--- config.mk ---
export PLATFORM = sky130hd
export DESIGN_NAME = mmio_bus_ctrl
export DESIGN_NICKNAME = d
export VERILOG_FILES = /design/src/rtl/mmio_bus_ctrl.sv
export SDC_FILE = /design/constraint.sdc
export NUM_CORES = 1
export LEC_CHECK = 0
export ABC_AREA = 1
export BUFFER_PORTS_ARGS = -buffer_cell sky130_fd_sc_hd__buf_2
export CAP_MARGIN = 30
export CELL_PAD_IN_SITES_DETAIL_PLACEMENT = 0
export CELL_PAD_IN_SITES_GLOBAL_PLACEMENT = 2
export CORE_ASPECT_RATIO = 1.2
export CORE_MARGIN = 2
export CORE_UTILIZATION = 35
export DETAILED_ROUTE_END_ITERATION = 10
export HOLD_SLACK_MARGIN = 0.06
export PLACE_DENSITY = 0.95
export SKIP_LAST_GASP = 1
export SLEW_MARGIN = 20
export SYNTH_ARGS = -nofsm -noshare
export SYNTH_HDL_FRONTEND = slang
export SYNTH_SLANG_ARGS = --single-unit
export TNS_END_PERCENT = 10
--- constraint.sdc ---
create_clock -name clk -period 4.3 [get_ports clk]
set_clock_uncertainty 0.1 [all_clocks]
set_input_delay 0.86 -clock clk [delete_from_list [all_inputs] [get_ports clk]]
set_output_delay 0.86 -clock clk [all_outputs]
set_load 0.005 [all_outputs]
--- src/rtl/mmio_bus_ctrl.sv ---
// rtl/mmio_bus_ctrl.sv - memory-mapped bus controller: RAM, output registers, synchronised input ports
// Optional MMIO_IRQ_EN adds a change-flag mask register and a registered irq output.
module mmio_bus_ctrl #(
    parameter int                DATA_W   = 16,
    parameter int                ADDR_W   = 9,
    parameter int                RAM_AW   = 8,
    parameter int                N_OUT    = 2,
    parameter int                N_IN     = 2,
    parameter logic [ADDR_W-1:0] OUT_BASE = 'h100,
    parameter logic [ADDR_W-1:0] IN_BASE  = 'h140,
    parameter int                RAM_LAT  = 1
) (
    input  logic                    clk,
    input  logic                    reset,
    input  logic [1:0]              mem_cmd,
    input  logic [ADDR_W-1:0]       mem_addr,
    input  logic [DATA_W-1:0]       wdata,
    output logic [DATA_W-1:0]       rdata,
    output logic                    mem_ready,
    output logic [RAM_AW-1:0]       ram_addr,
    output logic                    ram_we,
    output logic [DATA_W-1:0]       ram_din,
    input  logic [DATA_W-1:0]       ram_dout,
    input  logic [N_IN*DATA_W-1:0]  in_port,
    output logic [N_OUT*DATA_W-1:0] out_port
`ifdef MMIO_IRQ_EN
    ,
    output logic                    irq
`endif
);

    localparam logic [ADDR_W-1:0] FLAG_ADDR = IN_BASE + ADDR_W'(N_IN);

    typedef enum logic [1:0] {S_IDLE, S_WAIT, S_RESP} state_t;

    state_t            state;
    logic [1:0]        cnt;
    logic [DATA_W-1:0] out_reg   [N_OUT];
    logic [DATA_W-1:0] sync1     [N_IN];
    logic [DATA_W-1:0] sync2     [N_IN];
    logic [DATA_W-1:0] sync_prev [N_IN];
    logic [N_IN-1:0]   flags;
    logic [N_IN-1:0]   flag_set;
    logic              flag_clr;

    logic              is_ram;
    logic              hit_flag;
    logic [N_OUT-1:0]  out_sel;
    logic [N_IN-1:0]   in_sel;
    logic              wr_go;
    logic              rd_go;
    logic [DATA_W-1:0] rd_val;

`ifdef MMIO_IRQ_EN
    localparam logic [ADDR_W-1:0] MASK_ADDR = IN_BASE + ADDR_W'(N_IN + 1);
    logic [N_IN-1:0] mask;
    logic            hit_mask;
    assign hit_mask = !is_ram && (mem_addr == MASK_ADDR);
`endif

    assign is_ram   = !mem_addr[ADDR_W-1];
    assign hit_flag = !is_ram && (mem_addr == FLAG_ADDR);
    assign wr_go    = (state == S_IDLE) && (mem_cmd == 2'b10);
    assign rd_go    = (state == S_IDLE) && (mem_cmd == 2'b01);

    // RAM sees the CPU address and data directly; only the strobe is gated by the FSM.
    assign ram_addr = mem_addr[RAM_AW-1:0];
    assign ram_din  = wdata;
    assign ram_we   = wr_go && is_ram;
    assign flag_clr = rd_go && hit_flag;

    always_comb begin
        for (int i = 0; i < N_OUT; i++)
            out_sel[i] = !is_ram && (mem_addr == OUT_BASE + ADDR_W'(i));
        for (int i = 0; i < N_IN; i++) begin
            in_sel[i]   = !is_ram && (mem_addr == IN_BASE + ADDR_W'(i));
            flag_set[i] = (sync2[i] != sync_prev[i]);
        end
    end

    always_comb begin
        rd_val = '0;
        for (int i = 0; i < N_OUT; i++)
            if (out_sel[i]) rd_val = out_reg[i];
        for (int i = 0; i < N_IN; i++)
            if (in_sel[i]) rd_val = sync2[i];
        if (hit_flag) rd_val = DATA_W'(flags);
`ifdef MMIO_IRQ_EN
        if (hit_mask) rd_val = DATA_W'(mask);
`endif
    end

    genvar g;
    generate
        for (g = 0; g < N_OUT; g++) begin : g_out
            assign out_port[g*DATA_W +: DATA_W] = out_reg[g];
        end
    endgenerate

    always_ff @(posedge clk or negedge reset) begin
        if (!reset) begin
            state     <= S_IDLE;
            cnt       <= '0;
            rdata     <= '0;
            mem_ready <= 1'b0;
            for (int i = 0; i < N_OUT; i++) out_reg[i] <= '0;
        end else begin
            mem_ready <= 1'b0;
            case (state)
                S_IDLE: begin
                    if (wr_go) begin
                        for (int i = 0; i < N_OUT; i++)
                            if (out_sel[i]) out_reg[i] <= wdata;
                        state     <= S_RESP;
                        mem_ready <= 1'b1;
                    end else if (rd_go) begin
                        if (is_ram) begin
                            cnt   <= 2'(RAM_LAT - 1);
                            state <= S_WAIT;
                        end else begin
                            rdata     <= rd_val;
                            state     <= S_RESP;
                            mem_ready <= 1'b1;
                        end
                    end
                end
                S_WAIT: begin
                    if (cnt != 2'd0) begin
                        cnt <= cnt - 2'd1;
                    end else begin
                        rdata     <= ram_dout;
                        state     <= S_RESP;
                        mem_ready <= 1'b1;
                    end
                end
                S_RESP:  state <= S_IDLE;
                default: state <= S_IDLE;
            endcase
        end
    end

    // A change landing on the same edge as a flag read survives the clear.
    always_ff @(posedge clk or negedge reset) begin
        if (!reset) begin
            flags <= '0;
            for (int i = 0; i < N_IN; i++) begin
                sync1[i]     <= '0;
                sync2[i]     <= '0;
                sync_prev[i] <= '0;
            end
        end else begin
            flags <= (flags & ~{N_IN{flag_clr}}) | flag_set;
            for (int i = 0; i < N_IN; i++) begin
                sync1[i]     <= in_port[i*DATA_W +: DATA_W];
                sync2[i]     <= sync1[i];
                sync_prev[i] <= sync2[i];
            end
        end
    end

`ifdef MMIO_IRQ_EN
    always_ff @(posedge clk or negedge reset) begin
        if (!reset) begin
            mask <= '0;
            irq  <= 1'b0;
        end else begin
            if (wr_go && hit_mask) mask <= wdata[N_IN-1:0];
            irq <= |(flags & mask);
        end
    end
`endif

endmodule

[Word-level counts from Yosys, hierarchy flattened]
Cells that the tools add are included.
Word-level totals
  flip-flop bits (word level): 151
  bits of input ports: 77
  output and inout port bits: 74
Operators by class
  reduce and logical (&&, ||, !) cells: 18
  equal/unequal tests: 17
  $add $sub $neg: 1
  bitwise gates (word level): 3
  muxes and demuxes: 25
Operator list (number)
  $mux 16: 9
  $eq 9x9->1 const B: 5
  $ne 16x16->1: 2
  $pmux 16 s2: 1
  $mux 2: 8
  $ne 2x2->1 const B: 6
  $reduce_and 5->1: 2
  $logic_and 1x1->1: 9
  $pmux 2 s2: 2
  $reduce_and 3->1: 2
  $eq 2x1->1 const B: 2
  $mux 1: 4
  $reduce_bool 2->1: 2
  $ne 3x3->1 const B: 1
  $and 2x2->2: 1
  $eq 2x2->1 const B: 1
  $logic_not 2->1: 1
  $not 2->2: 1
  $or 2x2->2: 1
  $pmux 1 s2: 1
  $reduce_and 2->1: 1
  $sub 2x1->2 const B: 1
  $logic_not 1->1: 1

[Logic depth before layout (Yosys ltp)]
  depth in word-level cells: 11
  mapped depth: 10

[Worst setup path before layout]
OpenSTA, ideal clock, no wires.
  kind: input to output
  start: input port mem_cmd[0]
  end: output port ram_we
  data arrival time: 1.151 ns
  data required time: 3.340 ns
  path slack: 2.189 ns
  cell stages on the path: 3
  cell sequence: inv_1 > nand3_1 > nor2_1
Between the ends
  longest elaborated chain between the ends: 3
Ends and longest elaborated chain
  start, declared: line 15  | input logic [1:0] mem_cmd,
  $eq 2x2->1: line 63  | assign wr_go = (state == S_IDLE) && (mem_cmd == 2'b10);
  $logic_and 1x1->1: line 63
  $logic_and 1x1->1: line 69  | assign ram_we = wr_go && is_ram;
  end, declared: line 21  | output logic ram_we,
No other way between the ends.

[Worst setup path after layout]
  start: register state[1]
  end: output port ram_we
Between the ends
  longest elaborated chain between the ends: 3
Ends and longest elaborated chain
  start, declared: line 36  | state_t state;
  start signal, assigned: line 102  | state <= S_IDLE;
  start signal, assigned: line 114  | state <= S_RESP;
  start signal, assigned: line 119  | state <= S_WAIT;
  $logic_not 2->1: line 63
  $logic_and 1x1->1: line 63
  $logic_and 1x1->1: line 69
No other way between the ends.

==> impl_metrics.tcl <==
set metrics [dict create \
    outcome "finished, final reports clean" \
    critical-path-top-delay-family "simple AND/OR/NAND/NOR gates" \
    design.portCount 151 \
    final_net_count 808 \
    multiInputGateArea_sq_um 1810 \
    final_hold_viol_count 0 \
    via_count 4180 \
    crit_path_max_incr_delay_ns 0.37 \
    critical_path_cell_count 6 \
    synthCells 599 \
    place_congestion 0.760 \
    finalSetupTns_ns 0 \
    postCtsHoldBufs 0 \
    ctsResizeCount 0 \
    part_of_the_cycle_the_worst_path_needs 0.571 \
    tritoncts "done" \
    comb_pwr_share 0.175 \
    first_pass_grt_wire_length_microns 22000 \
    avgRoutedWirePerCell_microns 14.2 \
    grt_setup_unrepaired "false" \
    largest_family_of_logic_cells_by_synthesized_area "simple AND/OR/NAND/NOR gates" \
    worst_slew_pin_slew_ns 0.852 \
    detailed_place.area_sq_um 6830 \
    power-per-cell-area_nw_per_um2 518 \
    compound_gate_portion_of_the_synthesized_area 0.0871 \
    dpl_worst_slack_ns 1.48 \
    muxShareOfSynthArea 0 \
    grt_max_degree 78 \
    cts_made_buffers 17 \
    cp.buffers_inverters 3 \
    initial_detailed_routing_violation_count 262 \
    buffer_ports.inserted 150 \
    worstReg2RegStart "state[1]" \
    worstPathRequired_ns 3.34 \
    p_leak_nw 3.75 \
    floorplan.initialDensity 0.358 \
    relSlewSlack 0.431 \
    h-tree-depth 4 \
    synth_sequential_area_ratio 0.623 \
    clkSinkCount 151 \
    worst_voltage_drop_across_the_vdd_grid_mv 0.274 \
    die_area_sq_um 18400 \
    finalSetupViolCount 0 \
    period_needed_ns 2.45 \
    p_sw_frac 0.285 \
    max_freq_mhz 407 \
    core_region_area_sq_um 16900 \
    timing.critical_path.fanout_max 4 \
    power_switching_mw 1.10 \
    first_global_vias 4243 \
    finalInstanceArea_sq_um 7450 \
    clkSlewWorstSetupHoldPaths_ns 0.06 \
    drive_above_1_share 0.306 \
    gr-total-overflow 0 \
    end_kind "output port" \
    postSynthAreaPerCell_sq_um 10.1 \
    chipWidth_microns 124 \
    fin_ws_ns 1.85 \
    endpoint_of_the_worst_slack_reg_to_reg_timing_path "out_port[18]" \
    layout-area-overhead-vs-synth_pct 22.9 \
    cts_post_setup_buffers_inserted 0 \
    diodes 0 \
    synthesis.yosys.warnings 0 \
    crit_path_top_delay_cell "dfrtp_1" \
    p_int_mw 2.76 \
    timing.critical_path.arrival_ns 1.49 \
    grt_use_total 0.159 \
    yosys.area_share.adder 0.00206 \
    postRouteWirelength_microns 13600 \
    reg2reg_depth 7 \
    most_common_cell_after_layout_fill_and_taps_aside "dfrtp_1" \
    routed_via_density 4.36 \
    clockPowerShare 0.397 \
    yosys_register_bits 151 \
    clockRootBuffer "clkbuf_16" \
    maxSlewViolCount 0 \
    register_area_sq_um 3780 \
    hp-class "flop to flop" \
    die_height_microns 148 \
    critical_path.startpoint "state[1]" \
    std_cell_rows 52 \
    reg2reg_slack_ns 2.26 \
    synth_xor_area_frac 0.0434 \
    final.hold.worst_slack_ns 0.247 \
    mostFrequentLayoutCells "dfrtp_1, buf_2, nand2_1" \
    cp-start-kind "flop" \
    place_hpwl_microns 10100 \
    worstSetupEndpoint "ram_we" \
    path_cells "inv_2 > nand2_1 > inv_1 > nand3_1 > nor2_1 > buf_2" \
    drcViolationCount 0 \
    synth.distinct_cells 28 \
    mappedNetlistNets 677 \
    synthesis.area_sq_um 6060 \
    layout.core_utilization 0.440 \
    worst-setup-path-type "flop to output port" \
    max_cap_viol_count 0 \
    antenna_found_initial 0 \
    synth_simple_gate_area_share 0.166 \
    p_seq_frac 0.428 \
    antenna_left 0 \
    num-fill-cells 1695 \
    drtPass1Iterations 4 \
    cts.path.max_buffers 2 \
    insertion_delay_ns 0.43 \
]
-- routing by layer --
| metal | vias up | track usage | wire length, microns |
|---|---|---|---|
| li1 | 2123 | - | - |
| met1 | 1950 | 0.212 | 6220 |
| met2 | 93 | 0.249 | 6640 |
| met3 | 14 | 0.0406 | 591 |
| met4 | 0 | 0.0607 | 169 |
| met5 | - | 0 | 0 |
-- sequential cells by signal (all words and copies together) (netlist names), 2 cells and up --
name,count
cnt,2
out_port,32
sync2,32
sync1,32
rdata,16
state,2
flags,2
sync_prev,32
-- worst min path at each step --
stage                     slack [ns]         to  cells after the start  startpoint
after CTS                       0.25  sync2[12]                      0   sync1[12]
after global placement          0.23  sync2[26]                      0   sync1[26]
after detailed placement        0.23  sync2[14]                      0   sync1[14]
final                           0.25  sync2[12]                      0   sync1[12]
after floorplan                 0.23   sync2[0]                      0    sync1[0]
after global routing            0.25   sync2[0]                      0    sync1[0]
-- cell usage after synthesis --
library cell / count / area share
nand2_2: 7 / 0.0072
nand2_4: 1 / 0.0019
nand4_1: 6 / 0.0062
o21bai_1: 2 / 0.0025
o21ai_0: 27 / 0.022
nand3_1: 11 / 0.0091
nor2_4: 5 / 0.0093
o211ai_1: 4 / 0.0050
buf_6: 2 / 0.0037
nor2_1: 71 / 0.044
clkbuf_1: 2 / 0.0012
dfrtp_1: 151 / 0.62
clkbuf_2: 1 / 0.00082
o21ai_1: 13 / 0.011
inv_2: 4 / 0.0025
buf_4: 25 / 0.031
nor2_2: 3 / 0.0031
o2111ai_1: 2 / 0.0029
inv_1: 48 / 0.030
nand2_1: 131 / 0.081
buf_2: 11 / 0.0091
a21oi_1: 18 / 0.015
xnor2_1: 30 / 0.043
a21oi_2: 10 / 0.014
nand3_2: 2 / 0.0033
ha_1: 1 / 0.0021
o21ai_2: 10 / 0.014
nor3_1: 1 / 0.00082
-- power by group through the flow --
stage	clock (mW)	sequential, mW	combinational [mW]
after global routing	1.64	1.67	0.781
after CTS	1.57	1.65	0.692
after floorplan	0	1.67	0.435
after global placement	0	1.67	0.679
after detailed placement	0	1.68	0.688
final	1.53	1.65	0.676
-- cell families after synthesis --
family	count (synthesis)
AO/OA/AOI/OAI	86
buffers and inverters	93
AND/OR/NAND/NOR	238
XOR/XNOR	30
flip-flops	151
adder cells (fa/ha/maj)	1
-- stage by stage --
stage	power, mW	cells
after CTS	3.91	959
after floorplan	2.11	599
after global placement	2.35	927
after global routing	4.09	959
final	3.86	959
after detailed placement	2.37	927
-- final cells by class --
type | count | area share
flip-flops and latches | 151 | 0.507
multi-input cells | 355 | 0.243
repair buffers | 153 | 0.105
clock buffers | 17 | 0.0571
well taps | 216 | 0.0363
inverters | 52 | 0.0262
clock inverters | 15 | 0.0254
Note: power is estimated with default switching activity, not from simulation.
